`src/rtl/lc3b_stage_pipe_pkg.sv`:
```
// Shared types for the LC-3b handshaked stage register: payload bundle and occupancy states.
package lc3b_stage_pipe_pkg;

  localparam int LC3B_WORD_W = 16;
  localparam int LC3B_CS_W   = 4;
  localparam int LC3B_DRID_W = 3;

  typedef struct packed {
    logic [LC3B_WORD_W-1:0] address;
    logic [LC3B_WORD_W-1:0] data;
    logic [LC3B_WORD_W-1:0] npc;
    logic [LC3B_WORD_W-1:0] aluresult;
    logic [LC3B_WORD_W-1:0] ir;
    logic [LC3B_CS_W-1:0]   cs;
    logic [LC3B_DRID_W-1:0] drid;
  } lc3b_stage_bundle;

  typedef enum logic [1:0] {
    EMPTY = 2'd0,
    ONE   = 2'd1,
    TWO   = 2'd2
  } lc3b_pipe_state;

endpackage

```
`src/rtl/lc3b_stage_pipe_sat_counter.sv`:
```
// Saturating up-counter with synchronous clear; clear wins over increment.
module lc3b_sat_counter #(
  parameter int CNT_W = 16
) (
  input  logic             clk,
  input  logic             rst_n,
  input  logic             i_inc,
  input  logic             i_clr,
  output logic [CNT_W-1:0] o_count
);

  logic [CNT_W-1:0] r_count;

  always_ff @(posedge clk or negedge rst_n) begin
    if (!rst_n) begin
      r_count <= '0;
    end else if (i_clr) begin
      r_count <= '0;
    end else if (i_inc && (r_count != {CNT_W{1'b1}})) begin
      r_count <= r_count + 1'b1;
    end
  end

  assign o_count = r_count;

endmodule

```
`src/rtl/lc3b_stage_pipe.sv`:
```
// Handshaked LC-3b inter-stage register with flush and stall counter.
// Define PIPE_SKID_EN for the two-entry skid version with a registered in_ready.
module lc3b_stage_pipe
  import lc3b_stage_pipe_pkg::*;
#(
  parameter int WORD_W = 16,
  parameter int CS_W   = 4,
  parameter int DRID_W = 3,
  parameter int CNT_W  = 16
) (
  input  logic              clk,
  input  logic              rst_n,
  input  logic              in_valid,
  output logic              in_ready,
  input  logic [WORD_W-1:0] in_address,
  input  logic [WORD_W-1:0] in_data,
  input  logic [WORD_W-1:0] in_npc,
  input  logic [WORD_W-1:0] in_aluresult,
  input  logic [WORD_W-1:0] in_ir,
  input  logic [CS_W-1:0]   in_cs,
  input  logic [DRID_W-1:0] in_drid,
  output logic              out_valid,
  input  logic              out_ready,
  output logic [WORD_W-1:0] out_address,
  output logic [WORD_W-1:0] out_data,
  output logic [WORD_W-1:0] out_npc,
  output logic [WORD_W-1:0] out_aluresult,
  output logic [WORD_W-1:0] out_ir,
  output logic [CS_W-1:0]   out_cs,
  output logic [DRID_W-1:0] out_drid,
  input  logic              flush,
  input  logic              stat_clr,
  output logic [CNT_W-1:0]  stall_count,
  output lc3b_pipe_state    o_dbg_state
);

  localparam int BW = 5 * WORD_W + CS_W + DRID_W;

  lc3b_pipe_state r_state;
  logic [BW-1:0]  r_main;
  logic [BW-1:0]  w_in_bundle;
  logic           w_in_fire;
  logic           w_out_fire;
`ifdef PIPE_SKID_EN
  logic [BW-1:0]  r_skid;
`endif

  // Handshake: a bundle moves on an edge where valid and ready are both high on
  // that side; upstream holds valid and payload stable until it sees ready.
  assign w_in_bundle = {in_address, in_data, in_npc, in_aluresult, in_ir, in_cs, in_drid};
  assign {out_address, out_data, out_npc, out_aluresult, out_ir, out_cs, out_drid} = r_main;

  assign out_valid  = (r_state != EMPTY);
  assign w_in_fire  = in_valid & in_ready;
  assign w_out_fire = out_valid & out_ready;

`ifdef PIPE_SKID_EN
  assign in_ready = (r_state != TWO) & ~flush & rst_n;
`else
  assign in_ready = (~out_valid | out_ready) & ~flush & rst_n;
`endif

  always_ff @(posedge clk or negedge rst_n) begin
    if (!rst_n) begin
      r_state <= EMPTY;
      r_main  <= '0;
`ifdef PIPE_SKID_EN
      r_skid  <= '0;
`endif
    end else if (flush) begin
      // Payload is left in place; only occupancy is discarded.
      r_state <= EMPTY;
    end else begin
      case (r_state)
        EMPTY: begin
          if (w_in_fire) begin
            r_main  <= w_in_bundle;
            r_state <= ONE;
          end
        end
        ONE: begin
          if (w_in_fire && w_out_fire) begin
            r_main <= w_in_bundle;
`ifdef PIPE_SKID_EN
          end else if (w_in_fire) begin
            r_skid  <= w_in_bundle;
            r_state <= TWO;
`endif
          end else if (w_out_fire) begin
            r_state <= EMPTY;
          end
        end
`ifdef PIPE_SKID_EN
        TWO: begin
          if (w_out_fire) begin
            r_main  <= r_skid;
            r_state <= ONE;
          end
        end
`endif
        default: r_state <= EMPTY;
      endcase
    end
  end

  assign o_dbg_state = r_state;

  lc3b_sat_counter #(.CNT_W(CNT_W)) u_stall_cnt (
    .clk     (clk),
    .rst_n   (rst_n),
    .i_inc   (out_valid & ~out_ready),
    .i_clr   (stat_clr),
    .o_count (stall_count)
  );

endmodule

```
`config.mk`:
```
export PLATFORM = sky130hd
export DESIGN_NAME = lc3b_stage_pipe
export DESIGN_NICKNAME = d
export VERILOG_FILES = /design/src/rtl/lc3b_stage_pipe_pkg.sv /design/src/rtl/lc3b_stage_pipe_sat_counter.sv /design/src/rtl/lc3b_stage_pipe.sv
export SDC_FILE = /design/constraint.sdc
export NUM_CORES = 1
export LEC_CHECK = 0
export ABC_AREA = 1
export CAP_MARGIN = 20
export CORE_MARGIN = 1.5
export CORE_UTILIZATION = 42
export CTS_BUF_LIST = sky130_fd_sc_hd__clkbuf_16
export DETAILED_ROUTE_END_ITERATION = 10
export PLACE_DENSITY = 0.8
export SLEW_MARGIN = 10
export SYNTH_ARGS = -nofsm -noshare
export SYNTH_HDL_FRONTEND = slang
export SYNTH_SLANG_ARGS = --single-unit
```
`constraint.sdc`:
```
create_clock -name clk -period 2 [get_ports clk]
set_input_delay 0.4 -clock clk [delete_from_list [all_inputs] [get_ports clk]]
set_output_delay 0.4 -clock clk [all_outputs]
set_load 0.005 [all_outputs]
```
==> results of run 1 <==
[layer usage]
metal | GRT usage, % | share of wire, % | up-vias
li1 | - | - | 2088
met1 | 27.1 | 40 | 2068
met2 | 40.2 | 52 | 170
met3 | 5.23 | 6.9 | 17
met4 | 6.86 | 1.6 | 0
met5 | 0 | 0 | -
[layout make-up]
cell class,instances,area [µm²]
timing repair buffer,210,2130
clock inverter,5,58.8
inverter,13,48.8
clock buffer,9,225
antenna,1,2.50
fill,848,3420
tap,136,170
sequential,104,2600
multi-input combinational,385,1720
[cells in the final DEF (no fill, tap or decap)]
| cell | n |
|---|---|
| inv_2 | 1 |
| nor2_1 | 17 |
| dfrtp_1 | 104 |
| nor2_8 | 1 |
| inv_1 | 12 |
| nand3_1 | 95 |
| nor2_2 | 1 |
| o21bai_1 | 4 |
| o21ai_0 | 3 |
| buf_2 | 1 |
| nand2_1 | 234 |
| or2_2 | 1 |
| clkinv_4 | 1 |
| buf_4 | 8 |
| nand3b_1 | 2 |
| ha_1 | 1 |
| nand4_1 | 14 |
| clkinv_1 | 1 |
| nand2_2 | 2 |
| clkdlybuf4s50_1 | 195 |
| xnor2_1 | 1 |
| inv_6 | 1 |
| conb_1 | 1 |
| bufinv_16 | 1 |
| dlygate4sd2_1 | 1 |
| xor2_1 | 4 |
| buf_12 | 5 |
| clkinvlp_4 | 1 |
| clkbuf_16 | 9 |
| nor2_4 | 4 |
| diode_2 | 1 |
[cells by family (layout without fill, tap and decap cells)]
| family | Yosys count | after routing | synth area share, % |
|---|---|---|---|
| flip-flops | 104 | 104 | 57.6 |
| buffers and inverters | 46 | 237 | 4.38 |
| AO/OA/AOI/OAI | 7 | 7 | 0.997 |
| AND/OR/NAND/NOR | 371 | 371 | 35.7 |
| adder cells (fa/ha/maj) | 1 | 1 | 0.277 |
| other | 1 | 2 | 0.0830 |
| XOR/XNOR | 5 | 5 | 0.970 |
[flip-flops by register name, indices dropped and copies added, names as in the netlist]
register	count
r_main	87
o_dbg_state	1
u_stall_cnt.o_count	16
[per-stage QoR]
stage	total power, mW	utilization [%]	hold slack (ns)
after global placement	3.96	64.3	0.454
after detailed placement	4.01	64.3	0.458
final	5.68	67.0	0.130
after global routing	5.94	67.0	0.197
after floorplan	2.98	-	0.104
after CTS	5.72	67.0	0.184
[where the power goes]
group	switching (mW)	internal (mW)	total, mW
Sequential	0.182	2.42	2.60
Combinational	0.527	0.835	1.36
Clock	0.757	0.960	1.72
Total	1.47	4.21	5.68
[path summary, 6_finish.rpt]
kind / start / end / slack, ns / cells after the start
worst max-delay path: u_stall_cnt.o_count[0] / u_stall_cnt.o_count[12] / 0.22 / 9
worst min-delay path: rst_n / u_stall_cnt.o_count[4] / 0.13 / 2
max in group asynchronous: rst_n / r_main[54] / 1.43 / 2
min in group clk: r_main[26] / r_main[26] / 0.47 / 2
worst max register to register: u_stall_cnt.o_count[0] / u_stall_cnt.o_count[12] / 0.22 / 9
worst min register to register: r_main[26] / r_main[26] / 0.47 / 2
==> results_dict.tcl, run 1 <==
set metrics [dict create \
    async_reset_ff_share_pct 100 \
    cts_max_level 3 \
    slew_viol_final 0 \
    peakVddDrop_uv 516 \
    grt_pass1_vias 4208 \
    critical_path.top_delay_family "simple AND/OR/NAND/NOR gates" \
    num_io_pins 200 \
    yosys_warnings 0 \
    syn_area_per_cell_um2 8.44 \
    powerDensity_nw_per_um2 817 \
    cp_common_cell "nor2_4" \
    wl_per_cell_um 14.9 \
    clockRootBuffer "clkbuf_16" \
    crit_required_ns 2.22 \
    io_buffers 198 \
    wl_um 12900 \
    slew_headroom_pct 62.6 \
    syn_nets 629 \
    place.gp.congestion 0.869 \
    design_area_um2 6950 \
    cts_buffers 9 \
    grt_overflow 0 \
    initial_core_util_pct 43.5 \
    pre_cts_slack_ns -0.0192 \
    setup_viol 0 \
    avgViaCountPerCell 5.03 \
    vias 4343 \
    clock_skew_ns 0.00940 \
    yosysTopAreaCell "dfrtp_1" \
    critical_path_class "reg2reg" \
    coreArea_um2 10400 \
    cts.sink_count 104 \
    grt_max_degree 105 \
    detail-route-antenna-nets 0 \
    cellLeakagePower_nw 3.30 \
    max_freq_mhz 563 \
    worst_slack_ns 0.223 \
    cts_resized 1 \
    critPathMaxStageDelay_ns 0.45 \
    synth_cells 535 \
    drc_errors 0 \
    layout-drive-gt1-share_pct 5.10 \
    drt_iter0_drc 220 \
    setup.worst_path.end_class "register" \
    stdcell_count 863 \
    critPathLaunchType "register" \
    yosysSeqAreaShare_pct 57.6 \
    clock_latency_ns 0.34 \
    antenna_found_initial 1 \
    die_h_um 107 \
    placed_cells 848 \
    synth_cell_type_count 23 \
    clock_path_buffers 2 \
    slowest_stage "dfrtp_1" \
    yosysMostFrequentCell "nand2_1" \
    synth_top_cells_by_area "dfrtp_1, nand2_1, nand3_1" \
    nNetsFinal 817 \
    worstMarginPinSlew_ns 0.561 \
    finalCritPeriodShare_pct 88.9 \
    cap_violations 0 \
    hold_viol_final 0 \
    netlist.area_leader.share_pct 57.6 \
    dieArea_um2 11400 \
    grt_pass1_wl_um 20500 \
    synth_edf_count 0 \
    ys_ff_latch 104 \
    cp_num_buf_inv 2 \
    worstPathArrival_ns 2.00 \
    synth_flop_cell "dfrtp_1" \
    drt-pass1-iter-count 4 \
    netlist_area_um2 4520 \
    grtUsageTotal_pct 22.6 \
    cp_cell_sequence "ha_1, inv_1, nor2_4, nand2_2, nor2_4, nor2_4, buf_4, nand4_1, nand2_1" \
    clk_pin_slew_ns 0.07 \
    rsz0062_at_grt "no" \
    yosys-top-cells-count "nand2_1, dfrtp_1, nand3_1, clkbuf_1, nor2_1" \
    die_x_um 107 \
    dpl-instance-area_um2 6660 \
    num_rows 37 \
    syn_to_final_growth_pct 53.9 \
    ctsHoldBuffers 0 \
    hold_class "in2async" \
    setup_tns_ns 0 \
    cts_tree "built" \
    path_max_fanout 16 \
    status "complete, no violations" \
    min_period_ns 1.78 \
    cts_setup_buffers 0 \
    hpwlAfterDp_um 9160 \
]
No activity file was read; power rests on OpenSTA's default activity.
==> run 2, diff against run 1 <==
--- a/config.mk
+++ b/config.mk
@@ -8,10 +8,11 @@
 export ABC_AREA = 1
 export CAP_MARGIN = 20
 export CORE_MARGIN = 1.5
-export CORE_UTILIZATION = 42
+export CORE_UTILIZATION = 63
 export CTS_BUF_LIST = sky130_fd_sc_hd__clkbuf_16
 export DETAILED_ROUTE_END_ITERATION = 10
-export PLACE_DENSITY = 0.8
+export DONT_BUFFER_PORTS = 1
+export PLACE_DENSITY = 0.79
 export SLEW_MARGIN = 10
 export SYNTH_ARGS = -nofsm -noshare
 export SYNTH_HDL_FRONTEND = slang
==> run 2 against run 1 <==
Compared with the run above:
- the run now ends with hold timing left
- non-clock buffer count down 204
- count of clock-buffer cells in the layout unchanged
- die area down 32%
- sequential cell count unchanged
- via count down 18%
- global-route usage up 5.4 points
- core utilization up 3.7 points
- wire length down 17%
- largest cell class unchanged
==> results_dict.tcl, run 2 (synthesis gave the netlist of run 1 again) <==
set metrics [dict create \
    status "finished, violations left" \
    violations "hold timing" \
    hold_viol_final 104 \
    crit_required_ns 1.60 \
    p_int_mw 3.54 \
    hpwlAfterDp_um 7080 \
    critPathLaunchType "register" \
    cts_tree "built" \
    antenna_found_initial 0 \
    cts_resized 0 \
    grtUsageTotal_pct 28.0 \
    critPathMaxStageDelay_ns 0.43 \
    cellLeakagePower_nw 2.52 \
    num_io_pins 200 \
    powerDensity_nw_per_um2 992 \
    p_clk_share_pct 36.1 \
    grt_pass1_vias 3453 \
    worstPathArrival_ns 1.51 \
    drc_errors 0 \
    max_freq_mhz 524 \
    finalCritPeriodShare_pct 95.5 \
    sw_frac_of_total_pct 26.4 \
    p_seq_share_pct 56.1 \
    p_sw_mw 1.27 \
    p_comb_share_pct 7.8 \
    top_register "r_main" \
    dieArea_um2 7680 \
    grt_pass1_wl_um 16400 \
    drt_iter0_drc 167 \
    layout_common_cells "nand2_1, dfrtp_1, nand3_1" \
    diodes 0 \
    wl_um 10700 \
    clock_latency_ns 0.34 \
    setup_viol 0 \
    grt_max_degree 106 \
    initial_core_util_pct 65.7 \
    critical_path.top_delay_family "buffers and inverters" \
    cts.sink_count 104 \
    final_common_cell "nand2_1" \
    clock_skew_ns 0.0123 \
    clockRootBuffer "clkbuf_16" \
    largest_reg_flops 87 \
    worstMarginPinSlew_ns 0.501 \
    wl_per_cell_um 17.2 \
    final_util_pct 70.7 \
    min_period_ns 1.91 \
    nNetsFinal 613 \
    place.gp.congestion 0.855 \
    rsz0062_at_grt "no" \
    vias 3573 \
    io_buffers 0 \
    die_h_um 87.7 \
    die_x_um 87.7 \
    setup_tns_ns 0 \
    cts_max_level 3 \
    peakVddDrop_uv 538 \
    cap_violations 0 \
    coreArea_um2 6870 \
    clock_path_buffers 2 \
    cts_buffers 9 \
    detail-route-antenna-nets 0 \
    path_max_fanout 62 \
    setup.worst_path.end_class "output pin" \
    cp_cell_sequence "inv_1, nor2_1, inv_2, nand2_1, nor2_4, buf_12" \
    num_rows 30 \
    hold_class "in2async" \
    slew_headroom_pct 66.6 \
    avgViaCountPerCell 5.76 \
    layout-drive-gt1-share_pct 5.73 \
    drt-pass1-iter-count 5 \
    slew_viol_final 0 \
    critical_path_class "reg2out" \
    cp_num_buf_inv 3 \
    slowest_stage "dfrtp_1" \
    syn_to_final_growth_pct 7.51 \
    clk_pin_slew_ns 0.07 \
    fin_hold_ws_ns -0.246 \
    grt_overflow 0 \
    cts_setup_buffers 0 \
]
run 2: final timing paths:
path / start / end / slack, ns / cells past startpoint
max reg2reg: u_stall_cnt.o_count[0] / u_stall_cnt.o_count[9] / 0.23 / 9
min: rst_n / r_main[63] / -0.25 / 0
min reg2reg: r_main[25] / r_main[25] / 0.50 / 2
min in group clk: flush / o_dbg_state[0] / 0.19 / 1
max: o_dbg_state[0] / in_ready / 0.09 / 6
max in group asynchronous: rst_n / r_main[6] / 2.14 / 0
run 2: cell type report:
| class | count | area (µm²) |
|---|---|---|
| Sequential cell | 104 | 2600 |
| Fill cell | 522 | 2010 |
| Multi-Input combinational cell | 385 | 1720 |
| Clock buffer | 9 | 225 |
| Tap cell | 96 | 120 |
| Clock inverter | 7 | 72.6 |
| Timing Repair Buffer | 6 | 70.1 |
| Inverter | 13 | 48.8 |
run 2: layer usage:
| layer | up-vias | track usage (%) | share of wire [%] |
|---|---|---|---|
| met2 | 186 | 46.7 | 52 |
| li1 | 1680 | - | - |
| met5 | - | 0 | 0 |
| met3 | 14 | 9.24 | 9.3 |
| met4 | 0 | 11.8 | 1.5 |
| met1 | 1693 | 33.5 | 38 |
run 2: stage by stage:
| step | instances | area, µm² | setup WS (ns) | total power [mW] |
|---|---|---|---|---|
| after floorplan | 535 | 4520 | 0.398 | 2.98 |
| after global placement | 604 | 4560 | 0.378 | 3.08 |
| after detailed placement | 604 | 4560 | 0.314 | 3.12 |
| after CTS | 620 | 4850 | 0.0798 | 4.86 |
| after global routing | 620 | 4850 | 0.00572 | 5.04 |
| final | 620 | 4850 | 0.0903 | 4.82 |
run 2: power groups by stage:
stage	clock network (mW)	registers, mW	logic, mW
CTS	1.77	2.70	0.384
global route	1.85	2.73	0.453
finish	1.74	2.70	0.378
detailed placement	0	2.73	0.389
global placement	0	2.73	0.350
floorplan	0	2.65	0.339
==> run 3, diff against run 2 <==
--- a/config.mk
+++ b/config.mk
@@ -16,4 +16,5 @@
 export SLEW_MARGIN = 10
 export SYNTH_ARGS = -nofsm -noshare
 export SYNTH_HDL_FRONTEND = slang
+export SYNTH_HIERARCHICAL = 1
 export SYNTH_SLANG_ARGS = --single-unit
==> run 3 against run 2 <==
Compared with the run above:
- the flow still finishes with violations (hold timing)
- critical path depth is 2 lower
- global-route usage is 0.75 points lower
- die area is 3.1% higher
- area after synthesis is 3.2% higher
- wire length is 5.6% higher
- total power is 2.9% higher
- first-iteration DRC count is 57% higher
- clock power is 11% higher
- synthesized cell count is 1.3% higher
- final cell count is 0.32% higher
- combinational power is 3% lower
- largest power group unchanged
==> results_dict.tcl, run 3 <==
set metrics [dict create \
    status "finished, violations left" \
    violations "hold timing" \
    nNetsFinal 613 \
    layout_common_cells "nand2_1, dfrtp_1, nand4_1" \
    yosysMostFrequentCell "nand2_1" \
    wl_met2_um 5520 \
    avgViaCountPerCell 6.20 \
    top_layer "met4" \
    final_common_cell "nand2_1" \
    yosysTopAreaCell "dfrtp_1" \
    grt_max_degree 106 \
    synth_cell_type_count 26 \
    rsz0062_at_grt "no" \
    cts_buffers 9 \
    die_h_um 89.0 \
    cap_violations 0 \
    synth_edf_count 0 \
    crit_required_ns 1.60 \
    timing.rr.end "r_main[65]" \
    grt_pass1_wl_um 16800 \
    total_power_mw 4.95 \
    hold_class "in2async" \
    setup.worst_path.end_class "output pin" \
    finalCritPeriodShare_pct 91.2 \
    critical_path_class "reg2out" \
    powerDensity_nw_per_um2 988 \
    grt_overflow 0 \
    syn_area_per_cell_um2 8.60 \
    detail-route-antenna-nets 0 \
    initial_core_util_pct 64.6 \
    max_freq_mhz 548 \
    path_max_fanout 3 \
    yosys.area_share.simple_pct 35.8 \
    drc_errors 0 \
    regToRegStartpoint "o_dbg_state[0]" \
    synth_cells 542 \
    yosys.area_share.adder_pct 0.268 \
    setup_tns_ns 0 \
    rr_worst_depth 4 \
    worstMarginPinSlew_ns 0.899 \
    dpl-instance-area_um2 4680 \
    coreArea_um2 7210 \
    yosys-top-cells-count "nand2_1, dfrtp_1, nand4_1, clkbuf_1, nor2_1" \
    drt-pass1-iter-count 5 \
    grt_pass1_vias 3410 \
    synthMuxAreaShare_pct 0 \
    clk_pin_slew_ns 0.07 \
    grtUsageTotal_pct 27.3 \
    worst_slack_ns 0.175 \
    cts_setup_buffers 0 \
    ys_ff_latch 104 \
    async_reset_ff_share_pct 100 \
    layout-drive-gt1-share_pct 6.88 \
    antenna_found_initial 0 \
    setup_viol 0 \
    cts_max_level 3 \
    synth_compound_area_share_pct 1.32 \
    top_register "r_main" \
    cellLeakagePower_nw 2.57 \
    stdcell_count 622 \
    num_rows 31 \
    synth-xor-area-share_pct 0.939 \
    dieArea_um2 7920 \
    wl_um 11300 \
    clock_latency_ns 0.33 \
    yosys_warnings 6 \
    yosysSeqAreaShare_pct 55.8 \
    synth_top_family_by_area "simple AND/OR/NAND/NOR gates" \
    syn_nets 636 \
    wl_met3_um 1100 \
    clockRootBuffer "clkbuf_16" \
    wl_per_cell_um 18.1 \
    clock_skew_ns 0.00776 \
    pre_cts_slack_ns 0.0515 \
    cts_tree "built" \
    synth_top_cells_by_area "dfrtp_1, nand2_1, nand4_1" \
    worstPathArrival_ns 1.42 \
    reg2reg_slack_ns 0.24 \
    clock_path_buffers 2 \
    vias 3858 \
    drt_iter0_drc 263 \
    placed_cells 607 \
    slew_viol_final 0 \
    slew_headroom_pct 40.1 \
    die_x_um 89.0 \
    cts.sink_count 104 \
    synth_flop_cell "dfrtp_1" \
    design_area_um2 5020 \
    io_buffers 0 \
    largest_reg_flops 87 \
    met1_length_um 4370 \
    netlist.area_leader.share_pct 55.8 \
    place.gp.congestion 0.815 \
    fin_hold_ws_ns -0.240 \
    num_io_pins 200 \
    netlist_area_um2 4660 \
    min_period_ns 1.82 \
    critPathLaunchType "register" \
    hold_viol_final 104 \
    syn_to_final_growth_pct 7.60 \
    hpwlAfterDp_um 7300 \
    peakVddDrop_uv 612 \
    diodes 0 \
]
run 3: cell types whose count changed in the layout (fill, tap and decap cells not counted), sizes merged, moves of 2 or more:
| cell | previous run | this run |
|---|---|---|
| nor2 | 23 | 18 |
| nor3 | 0 | 2 |
| nand4 | 14 | 96 |
| o21ai | 3 | 5 |
| nand3b | 2 | 0 |
| nand3 | 95 | 13 |
| o21bai | 4 | 2 |
| bufinv | 1 | 3 |
| buf | 6 | 8 |
| a21oi | 0 | 2 |
| nand2 | 236 | 234 |
run 3: what timing repair did:
item,CTS,global route
gates resized for setup,0,1
hold endpoints to repair,104,104
endpoints found under the setup margin,0,13
run 3: worst max-delay path by stage:
stage	slack, ns	cells past startpoint	start	end
6_report	0.18	4	o_dbg_state[0]	in_ready
5_1_grt	0.1	4	o_dbg_state[0]	in_ready
4_1_cts	0.03	8	u_stall_cnt/o_count[1]	u_stall_cnt/o_count[10]
3_5_place_dp	0.05	8	u_stall_cnt/o_count[1]	u_stall_cnt/o_count[10]
3_3_place_gp	0.12	8	u_stall_cnt/o_count[0]	u_stall_cnt/o_count[2]
2_1_floorplan	0.48	9	out_ready	u_stall_cnt/o_count[2]
run 3: cell families after synthesis:
logic type	Yosys count
flops	104
simple gates	364
buf+inv	58
compound gates	9
xor+xnor	5
fa+ha+maj	1
other cells	1
run 3: critical path, stage by stage, from the launching register on:
cell	delay, ns
dfrtp_1	0.43
nand2_2	0.14
inv_1	0.07
buf_4	0.16
nor3_1	0.30
run 3: area by class of cell:
cell class,instances,area [µm²]
flip-flops and latches,104,2600
clock inverters,6,108
fillers,574,2200
repair buffers,8,85.1
well taps,99,124
inverters,16,62.6
clock buffers,9,225
multi-input cells,380,1810
run 3: layer usage:
metal	vias up	track usage [%]
met5	-	0
met4	0	12.3
met3	28	8.22
met2	217	43.3
met1	1847	34.7
li1	1766	-
run 3: metrics by stage:
step | hold WS, ns | utilization (%)
final | -0.240 | 69.5
after global routing | -0.260 | 69.5
after detailed placement | 0.107 | 64.9
after global placement | 0.106 | 64.9
after CTS | -0.252 | 69.5
after floorplan | 0.104 | -
run 3: power breakdown:
part / switching (mW) / total (mW) / leakage [nW] / internal, mW
clock network: 0.730 / 1.94 / 0.167 / 1.21
registers: 0.250 / 2.64 / 1.32 / 2.39
logic: 0.229 / 0.367 / 1.08 / 0.138
total: 1.21 / 4.95 / 2.57 / 3.75
==> RTL edit 1 (flow settings as in run 1) <==
`DRID_W`: 3 -> 5.
--- a/src/rtl/lc3b_stage_pipe.sv
+++ b/src/rtl/lc3b_stage_pipe.sv
@@ -5,7 +5,7 @@
 #(
   parameter int WORD_W = 16,
   parameter int CS_W   = 4,
-  parameter int DRID_W = 3,
+  parameter int DRID_W = 5,
   parameter int CNT_W  = 16
 ) (
   input  logic              clk,
Ports: changed (resized in_drid and out_drid); port bits go from 200 to 204. No check against the original RTL was run, so the function may have changed too.
==> RTL edit 1 against run 1 <==
Wire length rose by 2.1%; design area rose by 1.8%; utilization fell by 1.5 points; sequential power rose by 2%; synthesized area rose by 2.2%; critical path depth fell by 3; register-to-register slack improved by 0.06 ns; sequential cell count rose by 2; total power fell by 0.74%; sequential share of layout area rose by 0.058 points; final cell count rose by 2.7%; setup slack got worse by 0.040 ns; first-iteration DRC count rose by 7.7%; critical endpoint is now in_ready; highest routed layer unchanged.
==> RTL edit 1: results (changes against run 1) <==
- The sequential cell area fraction in the yosys report is 57.5% (-0.15 points).
- The highest ir drop seen on vdd is 0.471 mV (-8.7%).
- The total cell area at the placement stage is 6810 sq um (+2.3%).
- The number of global-route vias before repair was 4357 (+3.5%).
- By area the synthesized netlist is led by sky130_fd_sc_hd__dfrtp_1 57%, sky130_fd_sc_hd__nand2_1 19%, sky130_fd_sc_hd__nand3_1 11%.
- The sequential power share came to 47.1% (+1.3 points).
- The total nets after synthesis is 645 (+2.5%).
- The worst hold margin is 0.159 ns (+0.0296 ns).
- The final standard cell count with taps included and fillers excluded came to 886 (+2.7%).
- The total internal power is 0.00415 W (-1.5%).
- The mean cell area of the mapped netlist is 8.41 sq um (-0.42%).
- The synthesized-area fraction occupied by ao, oa, aoi and oai cells was 0.976% (-0.021 points).
- The xor and xnor area share after synthesis was 1.14% (+0.17 points).
- The layout cell share with drive strength beyond 1 is 5.09% (about the same).
- The violation count after the first detailed-routing iteration is 237 (+7.7%).
- The total track usage was 23.9% (+1.3 points).
- The worst clock skew on the final layout was 0.00533 ns (-0.00406 ns).
- The count of inserted antenna diode cells is 0 (-1).
- The count of distinct cell types in the synthesized netlist came to 25 (+8.7%).
- The cell at the slowest stage of the critical path is sky130_fd_sc_hd__clkdlybuf4s50_1.
- The count of port buffers added during placement came to 202 (+2.0%).
- After synthesis, the most frequently instantiated cells are 237 x sky130_fd_sc_hd__nand2_1, 106 x sky130_fd_sc_hd__dfrtp_1, 99 x sky130_fd_sc_hd__nand3_1, 19 x sky130_fd_sc_hd__nor2_1.
- The internal reg-to-reg setup slack is 0.28 ns (+0.06 ns).
- The final net count was 838 (+2.6%).
- In this run the critical register-to-register path is captured at u_stall_cnt.o_count[8]$_DFFE_PN0P_.
- The detailed placer's ending HPWL is 9330 um (+1.9%).
- The logic depth of the worst register-to-register path is 10 (+1).
- The kind of cell adding the most delay to the critical path is buffers and inverters.
- The number of flip-flops in the largest register was 89 (+2.3%).
- The relative slew slack is 61.4% (-1.3 points).
- The cell count after placement is 871 (+2.7%).
- The run finished with clean final reports.
- The most critical setup path has its endpoint at in_ready.
- The static leakage is 3.38 nW (+2.5%).
- The share of synthesized cell area in full adder, half adder and majority cells is 0.271% (-0.0059 points).
-- RTL edit 1: cell types whose count changed in the layout (fill, tap and decap cells not counted), sizes merged, moves of 3 or more --
cell           delta
nand3             +4
inv               +6
nand4             -3
clkdlybuf4s50     +4
-- RTL edit 1: final cells by class --
cell class / count / area [sq um] / share of cell area [%]
flip-flops and latches: 106 / 2650 / 37.5
repair buffers: 215 / 2170 / 30.7
multi-input cells: 391 / 1740 / 24.6
clock buffers: 9 / 225 / 3.18
well taps: 140 / 175 / 2.48
inverters: 19 / 71.3 / 1.01
clock inverters: 6 / 33.8 / 0.478
-- RTL edit 1: per-layer routing --
| metal | GRT usage (%) | vias to the layer above | part of all wire, % |
|---|---|---|---|
| met1 | 28.3 | 2071 | 39 |
| met4 | 7.14 | 0 | 1.1 |
| met3 | 8.66 | 14 | 8.9 |
| met5 | 0 | - | 0 |
| li1 | - | 2133 | - |
| met2 | 40.5 | 149 | 51 |
==> RTL edit 2 (config.mk and constraints of run 1) <==
Made on the original files. Make the reset (`rst_n`) synchronous in 2 clocked blocks.
--- a/src/rtl/lc3b_stage_pipe_sat_counter.sv
+++ b/src/rtl/lc3b_stage_pipe_sat_counter.sv
@@ -11,7 +11,7 @@
 
   logic [CNT_W-1:0] r_count;
 
-  always_ff @(posedge clk or negedge rst_n) begin
+  always_ff @(posedge clk) begin
     if (!rst_n) begin
       r_count <= '0;
     end else if (i_clr) begin
--- a/src/rtl/lc3b_stage_pipe.sv
+++ b/src/rtl/lc3b_stage_pipe.sv
@@ -60,7 +60,7 @@
   assign in_ready = (~out_valid | out_ready) & ~flush & rst_n;
 `endif
 
-  always_ff @(posedge clk or negedge rst_n) begin
+  always_ff @(posedge clk) begin
     if (!rst_n) begin
       r_state <= EMPTY;
       r_main  <= '0;
Function: differs if rst_n is asserted again (counterexample within 4 cycles, from zero or initial values and one cycle with rst_n low); with rst_n held inactive, the same outputs for 4 cycles.
==> RTL edit 2 against run 1 <==
Design area shrank 5.4%; synthesized area shrank 7.3%; critical endpoint is now in_ready; setup slack lost 0.099 ns; largest cell class is now non-clock buffers; sequential cell count unchanged; clock skew shrank 0.0023 ns; wire length down 1.6%; global-route usage hardly changed; non-clock buffer count up 4; highest routed layer unchanged; final cell count rose by 0.46%.
Power is not compared: it rests on default switching activity, and its combinational part moved more than twofold at a synthesized area within 25%.
==> RTL edit 2: results (changes against run 1) <==
- The relative slew slack was 65.4% (+2.8 points).
- The startpoint of the worst-slack reg-to-reg timing path is u_stall_cnt.o_count[1]$_SDFFE_PP0P_.
- The detailed-route wire length per cell is 14.6 um (-2.1%).
- The final net count is 822 (+0.61%).
- The post-placement setup slack is -0.229 ns (-0.210 ns).
- The total nets after synthesis is 638 (+1.4%).
- The worst hold margin was 0.459 ns (+0.330 ns).
- The xor and xnor area share after synthesis is 1.26% (+0.29 points).
- The flow ran to the end, and the final reports show no timing, DRC or antenna violations.
- The total track usage is 22.6% (+0.025 points).
- The filler cell count was 815 (-3.9%).
- The type of the most critical hold path is flop to flop.
- In the post-synthesis netlist, the biggest area contributors are sky130_fd_sc_hd__dfxtp_1 50%, sky130_fd_sc_hd__nand2_1 12%, sky130_fd_sc_hd__a21oi_1 12%.
- The maximum number of pins on one net before global-route repair is 52 (-50%).
- The met3 track utilization from global routing is 6.51% (+1.3 points).
- The fraction of registers with async set or reset after synthesis came to 0% (-100 points).
- The met1 usage in global routing is 27.0% (-0.10 points).
- The count of distinct cell types in the synthesized netlist is 26 (+13%).
- The final estimated routing congestion in global placement came to 0.834 (-4.1%).
- The sequential cell area fraction in the yosys report is 49.7% (-7.9 points).
- The global-route wire length before repair came to 18900 um (-7.6%).
- The routed length on met1 is 5090 um (-1.3%).
- The maximum fanout along the worst path is 3 (-13).
- The number of antenna violations at the first check in global routing is 0 (-1).
- The via count was 4413 (+1.6%).
- The commonest cells after synthesis are 138 x sky130_fd_sc_hd__nand2_1, 104 x sky130_fd_sc_hd__dfxtp_1, 98 x sky130_fd_sc_hd__a21oi_1, 94 x sky130_fd_sc_hd__nand3_1, 24 x sky130_fd_sc_hd__nor2_1.
- The violation count after the first detailed-routing iteration was 148 (-33%).
- The length of routed met3 wiring came to 1220 um (+38%).
- Tracing the worst setup path back leads to its startpoint at rst_n.
- The worst clock skew on the final layout came to 0.00710 ns (-0.00229 ns).
- The number of detailed-route iterations in the first pass is 5 (+1).
## RTL edit 2: how the worst max path moves through the flow
stage	end	slack (ns)
2_1_floorplan	u_stall_cnt.o_count[14]$_SDFFE_PP0P_	0.46
3_3_place_gp	r_main[9]$_SDFFE_PN0P_	-0.17
3_5_place_dp	r_main[17]$_SDFFE_PN0P_	-0.23
4_1_cts	r_main[17]$_SDFFE_PN0P_	0.12
5_1_grt	r_main[17]$_SDFFE_PN0P_	0.05
6_report	in_ready	0.12
## RTL edit 2: critical path, cell delays in order
cell	delay (ns)
sky130_fd_sc_hd__clkdlybuf4s50_1	0.47
sky130_fd_sc_hd__inv_2	0.04
sky130_fd_sc_hd__nor2_1	0.12
sky130_fd_sc_hd__inv_2	0.09
sky130_fd_sc_hd__nor2_8	0.09
sky130_fd_sc_hd__dlygate4sd2_1	0.27
## RTL edit 2: logic make-up after synthesis
family          count (synthesis)
buf+inv                        57
flops                         104
compound gates                100
fa+ha+maj                       1
xor+xnor                        6
simple gates                  275
other cells                     1
## RTL edit 2: timing repair
action	in CTS	in global routing
setup endpoints to repair	1	18
endpoints found under the hold margin	0	0
buffers inserted	0	0
gates resized for setup	1	1
## RTL edit 2: layout make-up
| type | instances | area share (%) |
|---|---|---|
| Inverter | 16 | 0.913 |
| Antenna cell | 1 | 0.0381 |
| Clock inverter | 7 | 1.29 |
| Multi-Input combinational cell | 383 | 27.8 |
| Tap cell | 133 | 2.53 |
| Timing Repair Buffer | 214 | 32.3 |
| Clock buffer | 9 | 3.43 |
| Sequential cell | 104 | 31.7 |
## RTL edit 2: metrics by stage
step                util (%)  instances  instance area, sq um
CTS                     67.5        866                  6570
detailed placement      64.3        850                  6260
floorplan                  -        544                  4190
global route            67.6        866                  6570
global placement        64.3        850                  6260
finish                  67.6        867                  6580
